$ cat src/rtl/somador_serial.sv
// Bit-serial N-bit adder: one full-adder cell reused over N clocks, LSB first.
// The carry travels between bits through a flop, never through a combinational chain.

// Single-bit full-adder stage shared by every bit position
module somador_1bit (
   input  logic a,
   input  logic b,
   input  logic cin,
   output logic s,
   output logic cout
);

   assign s    = a ^ b ^ cin;
   assign cout = (a & b) | (cin & (a ^ b));

endmodule

module somador_serial #(
   parameter int N = 8
) (
   input  logic         clk,
   input  logic         rst_n,
   input  logic         start,
   input  logic [N-1:0] A,
   input  logic [N-1:0] B,
   input  logic         Cin,
   output logic         busy,
   output logic         done,
   output logic [N-1:0] S,
   output logic         Cout
);

   localparam int CW = (N > 1) ? $clog2(N) : 1;

   typedef enum logic [1:0] {
      IDLE,
      SOMA,
      FIM
   } state_t;

   state_t        state;
   state_t        state_next;
   logic [N-1:0]  a_sh;
   logic [N-1:0]  b_sh;
   logic [N-1:0]  sum_sh;
   logic          carry;
   logic [CW-1:0] cnt;
   logic          fa_s;
   logic          fa_c;
   logic          last_bit;

   assign last_bit = (cnt == CW'(N - 1));

   somador_1bit u_fa (
      .a    (a_sh[0]),
      .b    (b_sh[0]),
      .cin  (carry),
      .s    (fa_s),
      .cout (fa_c)
   );

   // State register; reset aborts any operation in flight
   always_ff @(posedge clk or negedge rst_n) begin
      if (!rst_n) begin
         state <= IDLE;
      end else begin
         state <= state_next;
      end
   end

   // Next-state logic and status outputs; start is only honoured in IDLE
   always_comb begin
      state_next = state;
      busy       = 1'b0;
      done       = 1'b0;
      case (state)
         IDLE: begin
            if (start) begin
               state_next = SOMA;
            end
         end
         SOMA: begin
            busy = 1'b1;
            if (last_bit) begin
               state_next = FIM;
            end
         end
         FIM: begin
            busy       = 1'b1;
            done       = 1'b1;
            state_next = IDLE;
         end
         default: begin
            state_next = IDLE;
         end
      endcase
   end

   // Datapath: capture operands on accept, shift one bit pair per clock, publish on the last bit
   always_ff @(posedge clk or negedge rst_n) begin
      if (!rst_n) begin
         a_sh   <= '0;
         b_sh   <= '0;
         sum_sh <= '0;
         carry  <= 1'b0;
         cnt    <= '0;
         S      <= '0;
         Cout   <= 1'b0;
      end else begin
         case (state)
            IDLE: begin
               if (start) begin
                  a_sh  <= A;
                  b_sh  <= B;
                  carry <= Cin;
                  cnt   <= '0;
               end
            end
            SOMA: begin
               sum_sh <= {fa_s, sum_sh[N-1:1]};
               a_sh   <= a_sh >> 1;
               b_sh   <= b_sh >> 1;
               carry  <= fa_c;
               cnt    <= cnt + CW'(1);
               if (last_bit) begin
                  S    <= {fa_s, sum_sh[N-1:1]};
                  Cout <= fa_c;
               end
            end
            default: begin
            end
         endcase
      end
   end

endmodule

$ cat config.mk
export PLATFORM = sky130hd
export DESIGN_NAME = somador_serial
export DESIGN_NICKNAME = d
export VERILOG_FILES = /design/src/rtl/somador_serial.sv
export SDC_FILE = /design/constraint.sdc
export NUM_CORES = 1
export LEC_CHECK = 0
export BUFFER_PORTS_ARGS = -buffer_cell sky130_fd_sc_hd__buf_4
export CORE_ASPECT_RATIO = 0.6
export CORE_MARGIN = 2
export CORE_UTILIZATION = 50
export CTS_CLUSTER_DIAMETER = 50
export DETAILED_ROUTE_END_ITERATION = 10
export PLACE_DENSITY = 0.78
export SYNTH_ARGS = -nofsm -noshare
export SYNTH_HDL_FRONTEND = slang
export SYNTH_SLANG_ARGS = --single-unit
$ cat constraint.sdc
create_clock -name clk -period 1.5 [get_ports clk]
set_input_delay 0.075 -clock clk [delete_from_list [all_inputs] [get_ports clk]]
set_output_delay 0.075 -clock clk [all_outputs]
set_load 0.02 [all_outputs]
# After elaboration in Yosys (flattened, before gate mapping)
# Cells that the tools add are included.
[word_totals]
reg_bits = 39
output_inout_bits = 11
in_bits = 20
word_cells = 38
[op_classes]
reduce_logical = 6
eq_ne = 5
bitwise_logic = 5
muxes = 13
addsub = 1
[ops]
columns = ["op", "count"]
rows = [
  ["$pmux 8 s2", 2],
  ["$mux 8", 2],
  ["$pmux 3 s2", 1],
  ["$reduce_and 2->1", 3],
  ["$mux 2", 2],
  ["$ne 2x2->1 const B", 2],
  ["$pmux 2 s2", 1],
  ["$add 3x1->3 const B", 1],
  ["$eq 3x3->1 const B", 1],
  ["$mux 1", 3],
  ["$mux 3", 1],
  ["$and 1x1->1", 2],
  ["$eq 2x1->1 const B", 1],
  ["$eq 2x2->1 const B", 1],
  ["$logic_not 2->1", 1],
  ["$pmux 1 s2", 1],
  ["$reduce_bool 2->1", 1],
  ["$reduce_or 2->1", 1],
  ["$xor 1x1->1", 2],
  ["$or 1x1->1", 1],
]

# Logic depth before layout (Yosys ltp)
# Gate-level depths: netlist of run 1.
[logic_depth]
word_depth = 4
depth_mapped = 7
ltp_nobuf = 5

# Hierarchy
# Synthesis of run 1 repeated with hierarchy kept, for this count alone.
[unflattened]
hier_cells = 157
area_unflattened_um2 = 1843.0
[modules_own_cells]
columns = ["mod", "instances", "cells_per_inst", "seq_area_each_um2", "area_per_inst_um2"]
rows = [
  ["somador_serial", 1, 156, 950.9, 1823.0],
  ["somador_1bit", 1, 1, 0.0, 20.0],
]

# Least setup slack after synthesis of run 1
# Ideal clock, no wire load.
[synth_path]
path_kind = "register -> register"
startpoint = "reg state[1]"
endpoint = "reg sum_sh[5]"
n_path_buf = 2
stages_incl_launch_ff = 6
setup_ns = 0.128
arrival_time_ns = 1.288
required_ns = 1.372
path_slack_ns = 0.084
cell_sequence = "dfrtp_1 inv_1 ha_1 buf_4 buf_2 mux2_1"
[synth_via]
elab_chain_cells = 1
[synth_rtl]
columns = ["element", "line", "rtl"]
rows = [
  ["start, declared", "41", "state_t state;"],
  ["start signal, assigned", "67", "state <= state_next;"],
  ["$eq 2x1->1", "110", "case (state)"],
  ["end signal, assigned", "120", "sum_sh <= {fa_s, sum_sh[N-1:1]};"],
  ["end, declared", "45", "logic [N-1:0] sum_sh;"],
]
# Every way passes these cells.
# A chain may end at the register's enable or synchronous reset.

# Worst setup path after layout of run 1
[layout_path]
startpoint = "reg state[1]"
endpoint = "reg a_sh[0]"
[layout_via]
elab_chain_cells = 3
elab_cells_between_ends = 6
cone_classes = "eq/ne (2); mux (1); reduce/logical (3)"
[layout_rtl]
columns = ["element", "line", "rtl"]
rows = [
  ["$eq 2x1->1 or $logic_not 2->1 (tied branches)", "110", ""],
  ["$reduce_bool 2->1 (no line) or $ne 2x2->1 (tied branches)", "-", ""],
  ["$reduce_and 2->1 (no line)", "-", ""],
  ["end signal, assigned", "121", "a_sh <= a_sh >> 1;"],
  ["end, declared", "43", "logic [N-1:0] a_sh;"],
]
# Several ways; a longest one is shown, not always the timed one.

==> summary.md, run 1 <==
• completed — result of the run
• 2 — depth of the CTS H-tree
• flip-flop — kind of end point of the critical path
• 28.3% — post-synthesis to final-layout area growth
• 4250 µm — Routed WL
• 0 — count of pins over their slew limit
• 0.488 ns — Worst Tran Pin Value
• sky130_fd_sc_hd__inv_2 — most repeated library cell on the critical path
• 5 — number of buffers created by CTS
• 0.07 ns — clock slew at reported path FFs
• 0 — number of remaining DRC errors
• 1450 — number of global-route vias before repair
• 51.5% — part of the Yosys area used for sequential elements
• 0 — final antenna-violating net count
• 0 — count of endpoints failing hold in the final timing report
• sky130_fd_sc_hd__clkbuf_8 — root buffer selected by CTS
• 2020 µm — wire length on met1
• in -> reg — kind of path behind the tightest hold check
• 30 — number of input and output port buffers inserted
• sky130_fd_sc_hd__dfrtp_1 — critical-path cell with the highest stage delay
• 43 x sky130_fd_sc_hd__buf_4, 38 x sky130_fd_sc_hd__dfrtp_1, 12 x sky130_fd_sc_hd__mux2_1 — most frequent cells in the layout
• done — clock tree from TritonCTS
• 211 µm — DR WL met3
• 1.47 ns — post-route minimum period
• 5 — total stage count of the critical path
• 38 — clock sink total
• 51.5% — portion of synthesized cell area occupied by the leading cell type
• 1418 — vias post-DR
• 0.00359 mm² — core footprint
• 0 — Synth warnings
• 836 µm² — area of the multi-input gates
• 0 — maximum capacitance violations
• 3 — number of cells on the worst hold path
• 182 — syn nets
• 681 MHz — highest clock rate
• 951 µm² — area occupied by registers
• 23.2% — GRT Total Usage
• 11.8 µm² — Syn Area/Cell
• false — setup repair after global routing missed its margin
• 7090 µm — global-route wire length before repair
• 0.03 ns — minimum setup slack among reg-to-reg paths
• sky130_fd_sc_hd__dfrtp_1 52%, sky130_fd_sc_hd__mux2_1 7.3%, sky130_fd_sc_hd__a211oi_2 4.7%, sky130_fd_sc_hd__ha_1 3.4%, sky130_fd_sc_hd__o22ai_1 3.4% — largest cells by area after synthesis
• 5.74 — via/cell ratio
• 31 — count of distinct cell types in the synthesized netlist
• 17 — FP Rows
• met4 — top layer in use
• 67.5% — headroom to the max-slew limit
• 39.5% — share of cells above drive strength 1
• 65.9% — fraction of the core area covered by cells at the end of the flow
• reg -> reg — critical path type
• sky130_fd_sc_hd__dfrtp_1 — cell type with the largest total area after synthesis
• 0.00185 mm² — synthesized cell area
• inv_2, ha_4, inv_2, or3_1, o221a_1 — series of cell instances along the critical path
• 1.67 ns — CP Data Required Time
• 2 — Clock Tree Buf Depth
• flip-flop — startpoint kind of the worst setup timing path
• 0.000910 V — Worst VDD drop
• 82.4 µm — die width
• 0.0310 ns — setup slack of the critical path after layout
• 0 — global route overflow
• 0.41 ns — longest individual stage delay on the worst path
• 0.29 ns — Worst-Skew Late Latency
• 0.00421 mm² — Die Area
• -0.0454 ns — Post-Place Worst Slack
• 2970 µm — HPWL after detailed placement
• 260 — filler cell count in the final layout
• 0 — antenna violations before repair
• sky130_fd_sc_hd__buf_4 — commonest non-fill, non-tap cell in the layout
• 0.781 — GPL Wtd Cong
• 156 — gate count after technology mapping
• 31 — boundary pin count
• 17.2 µm — Routed WL per cell
• 4 — first-pass iteration count of the detailed router
• 226 — total number of nets in the final design
• 97.9% — post-route fraction of the period consumed by the critical path
• 51.3% — Starting Density
• 0.00367 ns — final setup skew
• 2 — worst path bufs/invs
• 133 — Detailed Route Iter0 Violations
• 0 — Setup violations, final
• 5 — path depth of the worst reg2reg path
• 0 — antenna diode instance count
• 38 — flip-flop and latch count after synthesis
• 7 — highest fanout seen on the critical path
• 1980 µm — WL met2
• 51.1 µm — die height
• 39 — largest net degree at the start of global routing
• flip-flops — Worst path top cell family by delay
• 1.09 nW — Lkg Pwr
• 2180 mW/mm² — PwrDens
• 1.64 ns — data arrival time of the worst path
-- metrics by stage --
step,TNS (ns),total power [mW],instances,hold slack [ns],area (µm²)
finish,0,5.16,247,0.0631,2370
detailed placement,-0.201,4.15,237,0.0730,2190
CTS,-0.0188,5.07,245,0.0622,2320
global placement,0,4.02,237,0.0612,2190
global route,0,5.52,247,0.0629,2370
floorplan,0,3.34,156,-0.221,1850
-- area by class of cell --
| type | count | area share (%) |
|---|---|---|
| flip-flops and latches | 38 | 40.1 |
| multi-input cells | 101 | 35.3 |
| repair buffers | 47 | 16.2 |
| clock buffers | 6 | 3.49 |
| well taps | 47 | 2.48 |
| clock inverters | 1 | 1.27 |
| inverters | 7 | 1.11 |
-- logic make-up (layout without fill, tap and decap cells) --
group | Yosys count | in the layout | share of synthesized area (%)
AO/OA/AOI/OAI | 40 | 40 | 18.0
adder cells (fa/ha/maj) | 6 | 6 | 4.47
buffers and inverters | 18 | 61 | 5.56
flip-flops | 38 | 38 | 51.5
multiplexers | 16 | 16 | 9.76
AND/OR/NAND/NOR | 38 | 39 | 10.6
-- power by group --
group          internal, mW  switching [mW]  total (mW)  leakage, nW
Sequential             1.49           0.324        1.81        0.462
Clock                 0.532           0.351       0.883       0.0573
Combinational          1.21            1.25        2.46        0.576
Total                  3.23            1.93        5.16         1.09
-- final timing paths --
| path | to | startpoint |
|---|---|---|
| min in group asynchronous | S[6]$_DFFE_PN0P_ | rst_n |
| max in group asynchronous | state[1]$_DFFE_PN0P_ | rst_n |
| setup reg to reg | a_sh[0]$_DFFE_PN0P_ | state[1]$_DFFE_PN0P_ |
| setup / recovery | a_sh[0]$_DFFE_PN0P_ | state[1]$_DFFE_PN0P_ |
| hold reg to reg | S[0]$_DFFE_PN0P_ | S[0]$_DFFE_PN0P_ |
| hold / removal | carry$_DFFE_PN0P_ | Cin |
-- Yosys cell counts --
cell                       count
sky130_fd_sc_hd__dfrtp_1      38
sky130_fd_sc_hd__mux2_1       12
sky130_fd_sc_hd__nor2_1       11
sky130_fd_sc_hd__o22ai_1      10
sky130_fd_sc_hd__nor3_1        9
sky130_fd_sc_hd__a211oi_2      7
sky130_fd_sc_hd__buf_4         7
sky130_fd_sc_hd__a21oi_1       6
sky130_fd_sc_hd__o21ai_1       6
sky130_fd_sc_hd__ha_1          5
sky130_fd_sc_hd__inv_1         5
sky130_fd_sc_hd__mux2_2        4
sky130_fd_sc_hd__nand3_1       4
sky130_fd_sc_hd__a221oi_2      3
sky130_fd_sc_hd__nand2_1       3
sky130_fd_sc_hd__o221a_1       3
sky130_fd_sc_hd__a22o_1        2
sky130_fd_sc_hd__and3_1        2
sky130_fd_sc_hd__clkbuf_1      2
sky130_fd_sc_hd__inv_2         2
sky130_fd_sc_hd__nand2b_1      2
sky130_fd_sc_hd__nand4_1       2
sky130_fd_sc_hd__o22a_1        2
sky130_fd_sc_hd__or3_1         2
sky130_fd_sc_hd__and3b_1       1
sky130_fd_sc_hd__buf_2         1
sky130_fd_sc_hd__buf_6         1
sky130_fd_sc_hd__fa_1          1
sky130_fd_sc_hd__nand2_2       1
sky130_fd_sc_hd__nor2b_4       1
sky130_fd_sc_hd__o21ai_2       1
-- worst register-to-register path: stages (launching register included) --
cell	delay, ns
sky130_fd_sc_hd__dfrtp_1	0.41
sky130_fd_sc_hd__inv_2	0.11
sky130_fd_sc_hd__ha_4	0.19
sky130_fd_sc_hd__inv_2	0.10
sky130_fd_sc_hd__or3_1	0.40
sky130_fd_sc_hd__o221a_1	0.14
-- layer usage --
layer  GRT usage, %  vias to the layer above
met5              0                        -
met1           33.6                      712
met2           34.5                       41
li1               -                      660
met4           7.50                        0
met3           5.48                        5
-- registers in the layout, indices dropped and copies added (netlist names) --
name,flops
cnt,3
S,8
Cout,1
sum_sh,7
b_sh,8
state,2
carry,1
a_sh,8
-- repair_timing --
item                                    CTS  global route
cloned                                    0             1
hold endpoints to repair                 38             0
resized for setup                         3             7
setup buffers                             0             1
hold buffers                              1             0
endpoints found under the setup margin   12            33
pin swaps                                 0             3
No activity file was read; power rests on OpenSTA's default activity.
==> run 2: changes to the inputs <==
CORE_ASPECT_RATIO = default   (was 0.6)
clock period = 1.29 ns   (was 1.5 ns; I/O delays follow)
==> run 2 against run 1 <==
  * The run now ends with setup timing left
  * Total power rose by 26%
  * Clock skew rose by 0.0042 ns
  * Count of clock-buffer cells in the layout rose by 1
  * Fmax rose by 4.2%
  * Sequential power rose by 19%
  * Critical endpoint is now b_sh[2]$_DFFE_PN0P_
==> summary.md, run 2 (synthesis results as in run 1) <==
• sky130_fd_sc_hd__buf_4 — commonest non-fill, non-tap cell in the layout, unchanged
• 248 — Placed Instances, was 237
• flip-flop — kind of end point of the critical path, unchanged
• S: 8 flops, a_sh: 8 flops, b_sh: 8 flops — largest registers, unchanged
• 0.39 ns — longest individual stage delay on the worst path, was 0.41 ns
• 0.00361 mm² — core footprint, was 0.00359 mm²
• sky130_fd_sc_hd__dfrtp_1 — critical-path cell with the highest stage delay, unchanged
• 4520 µm — Routed WL, was 4250 µm
• 0 — maximum capacitance violations, unchanged
• 1.20 nW — Lkg Pwr, was 1.09 nW
• sky130_fd_sc_hd__clkbuf_8 — root buffer selected by CTS, unchanged
• 1567 — number of global-route vias before repair, was 1450
• 3 — number of cells on the worst hold path, unchanged
• 6 — path depth of the worst reg2reg path, was 5
• 0.00790 ns — final setup skew, was 0.00367 ns
• 64.8 µm — die width, was 82.4 µm
• -0.12 ns — minimum setup slack among reg-to-reg paths, was 0.03 ns
• 0.28 ns — Worst-Skew Late Latency, was 0.29 ns
• 0.07 ns — clock slew at reported path FFs, about the same
• -0.120 ns — setup slack of the critical path after layout, was 0.0310 ns
• -1.89 ns — total negative slack for setup checks, was 0 ns
• finished with violations — result of the run, was completed
• 56.0% — share of cells above drive strength 1, was 39.5%
• in -> reg — kind of path behind the tightest hold check, unchanged
• 24.2% — GRT Total Usage, was 23.2%
• 109% — post-route fraction of the period consumed by the critical path, was 97.9%
• 57 — Detailed Route Iter0 Violations, was 133
• 6.50 mW — Final Power, was 5.16 mW
• 29.5% — met1 track utilization from global routing, was 33.6%
• 38 — clock sink total, unchanged
• 39 — largest net degree at the start of global routing, unchanged
• 709 MHz — highest clock rate, was 681 MHz
• 996 µm² — area of the multi-input gates, was 836 µm²
• 2 — depth of the CTS H-tree, unchanged
• 7640 µm — global-route wire length before repair, was 7090 µm
• 42.3% — met2 routing resource usage after global routing, was 34.5%
• 29 — Setup violations, final, was 0
• 0 — count of endpoints failing hold in the final timing report, unchanged
• 17.1 µm — Routed WL per cell, was 17.2 µm
• 2 — worst path bufs/invs, unchanged
• 67.7% — headroom to the max-slew limit, was 67.5%
• 2860 µm — HPWL after detailed placement, was 2970 µm
• b_sh[0]$_DFFE_PN0P_ — Worst Hold End, was carry$_DFFE_PN0P_
• 263 — filler cell count in the final layout, was 260
• setup timing — violations in the final reports
• true — setup repair after global routing missed its margin, was false
• 0 — final antenna-violating net count, unchanged
• B[0] — start point of the worst min-delay path, was Cin
• state[1]$_DFFE_PN0P_ — R2R Path Start, unchanged
• 2480 mW/mm² — PwrDens, was 2180 mW/mm²
• 1.48 ns — CP Data Required Time, was 1.67 ns
• 31 — boundary pin count, unchanged
• done — clock tree from TritonCTS, unchanged
• 2 — Clock Tree Buf Depth, unchanged
• 0 — number of remaining DRC errors, unchanged
• 242 — total number of nets in the final design, was 226
• inv_2, ha_4, nor2b_4, buf_6, nor3_2, a211oi_2 — series of cell instances along the critical path, was inv_2, ha_4, inv_2, or3_1, o221a_1
• -0.172 ns — Post-Place Worst Slack, was -0.0454 ns
• 30 — number of input and output port buffers inserted, unchanged
• 4 — first-pass iteration count of the detailed router, unchanged
• 22 — FP Rows, was 17
• 1.61 ns — data arrival time of the worst path, was 1.64 ns
• 0 — count of pins over their slew limit, unchanged
• 0 — global route overflow, unchanged
• 4.51% — GRT met3 Usage, was 5.48%
• flip-flops — Worst path top cell family by delay, unchanged
• 53 x sky130_fd_sc_hd__buf_4, 38 x sky130_fd_sc_hd__dfrtp_1, 15 x sky130_fd_sc_hd__mux2_4 — most frequent cells in the layout, was 43 x sky130_fd_sc_hd__buf_4, 38 x sky130_fd_sc_hd__dfrtp_1, 12 x sky130_fd_sc_hd__mux2_1
• 1.41 ns — post-route minimum period, was 1.47 ns
• 264 — count of non-filler cells in the finished layout, was 247
• flip-flop — startpoint kind of the worst setup timing path, unchanged
• 7 — highest fanout seen on the critical path, unchanged
• 0 — antenna violations before repair, unchanged
• b_sh[2]$_DFFE_PN0P_ — capture point of the worst reg-to-reg path, was a_sh[0]$_DFFE_PN0P_
• 64.8 µm — die height, was 51.1 µm
• 0.810 — GPL Wtd Cong, was 0.781
• 0.485 ns — Worst Tran Pin Value, was 0.488 ns
• 0.00419 mm² — Die Area, was 0.00421 mm²
• 0.00136 V — Worst VDD drop, was 0.000910 V
• 0 — antenna diode instance count, unchanged
• 5 — number of buffers created by CTS, unchanged
• reg -> reg — critical path type, unchanged
• 951 µm² — area occupied by registers, unchanged
• 42.0% — post-synthesis to final-layout area growth, was 28.3%
• 5.66 — via/cell ratio, was 5.74
• met2 — Most Crowded Layer GR, unchanged
• 1495 — vias post-DR, was 1418
• 51.2% — Starting Density, was 51.3%
==> run 2: cell count changes in the layout (fill, tap and decap cells not counted), moves of 3 or more <==
| cell | previous run | this run |
|---|---|---|
| sky130_fd_sc_hd__mux2_1 | 12 | 0 |
| sky130_fd_sc_hd__buf_6 | 1 | 9 |
| sky130_fd_sc_hd__nor2_2 | 0 | 4 |
| sky130_fd_sc_hd__mux2_2 | 4 | 1 |
| sky130_fd_sc_hd__nor2_1 | 11 | 6 |
| sky130_fd_sc_hd__mux2_4 | 0 | 15 |
| sky130_fd_sc_hd__nor3_2 | 1 | 7 |
| sky130_fd_sc_hd__buf_4 | 43 | 53 |
| sky130_fd_sc_hd__nor3_1 | 8 | 2 |
==> run 2: worst max path at each step <==
stage | from | endpoint | slack (ns) | depth (start not counted)
after global placement | state[1]$_DFFE_PN0P_ | b_sh[1]$_DFFE_PN0P_ | -0.09 | 5
after floorplan | state[1]$_DFFE_PN0P_ | sum_sh[5]$_DFFE_PN0P_ | -0.03 | 5
after global routing | state[0]$_DFFE_PN0P_ | b_sh[4]$_DFFE_PN0P_ | -0.17 | 6
after detailed placement | state[0]$_DFFE_PN0P_ | b_sh[6]$_DFFE_PN0P_ | -0.17 | 5
final | state[1]$_DFFE_PN0P_ | b_sh[2]$_DFFE_PN0P_ | -0.12 | 6
after CTS | state[1]$_DFFE_PN0P_ | b_sh[2]$_DFFE_PN0P_ | -0.1 | 6
==> run 2: power breakdown <==
group	internal (mW)	switching, mW	leakage (nW)
logic	1.93	1.66	0.697
registers	1.73	0.429	0.462
clock network	0.372	0.380	0.0383
==> run 2: worst register-to-register path: stages (launching register included) <==
cell and delay (ns):
sky130_fd_sc_hd__dfrtp_1 0.39, sky130_fd_sc_hd__inv_2 0.10, sky130_fd_sc_hd__ha_4 0.18, sky130_fd_sc_hd__nor2b_4 0.26, sky130_fd_sc_hd__buf_6 0.15, sky130_fd_sc_hd__nor3_2 0.04
sky130_fd_sc_hd__a211oi_2 0.20
==> run 2: stage by stage <==
step	cell area, µm²	hold WS (ns)	util [%]
4_1_cts	2590	0.0403	71.9
3_5_place_dp	2290	0.0594	63.5
2_1_floorplan	1920	-0.231	-
6_report	2620	0.0505	72.7
3_3_place_gp	2290	0.0538	63.5
5_1_grt	2620	0.0474	72.7
==> run 2: per-layer routing <==
layer,vias up,part of all wire [%],wire length [µm]
met2,49,56,2510
met5,-,0,0
met1,750,39,1760
li1,692,-,-
met3,4,5.0,224
met4,0,0.60,27
==> run 2: cell type report <==
type	instances	share of cell area, %
Multi-Input combinational cell	101	38.0
Sequential cell	38	36.3
Timing Repair Buffer	63	19.4
Clock buffer	7	2.91
Tap cell	48	2.29
Inverter	7	1.10
==> run 2: timing repair <==
| action | 4_1_cts | 5_1_grt |
|---|---|---|
| hold buffers | 1 | 0 |
| endpoints found under the hold margin | 38 | 0 |
| resized for setup | 38 | 4 |
| gates cloned | 2 | 0 |
| endpoints found under the setup margin | 38 | 39 |
| buffers inserted | 5 | 1 |
| pin swaps | 8 | 0 |
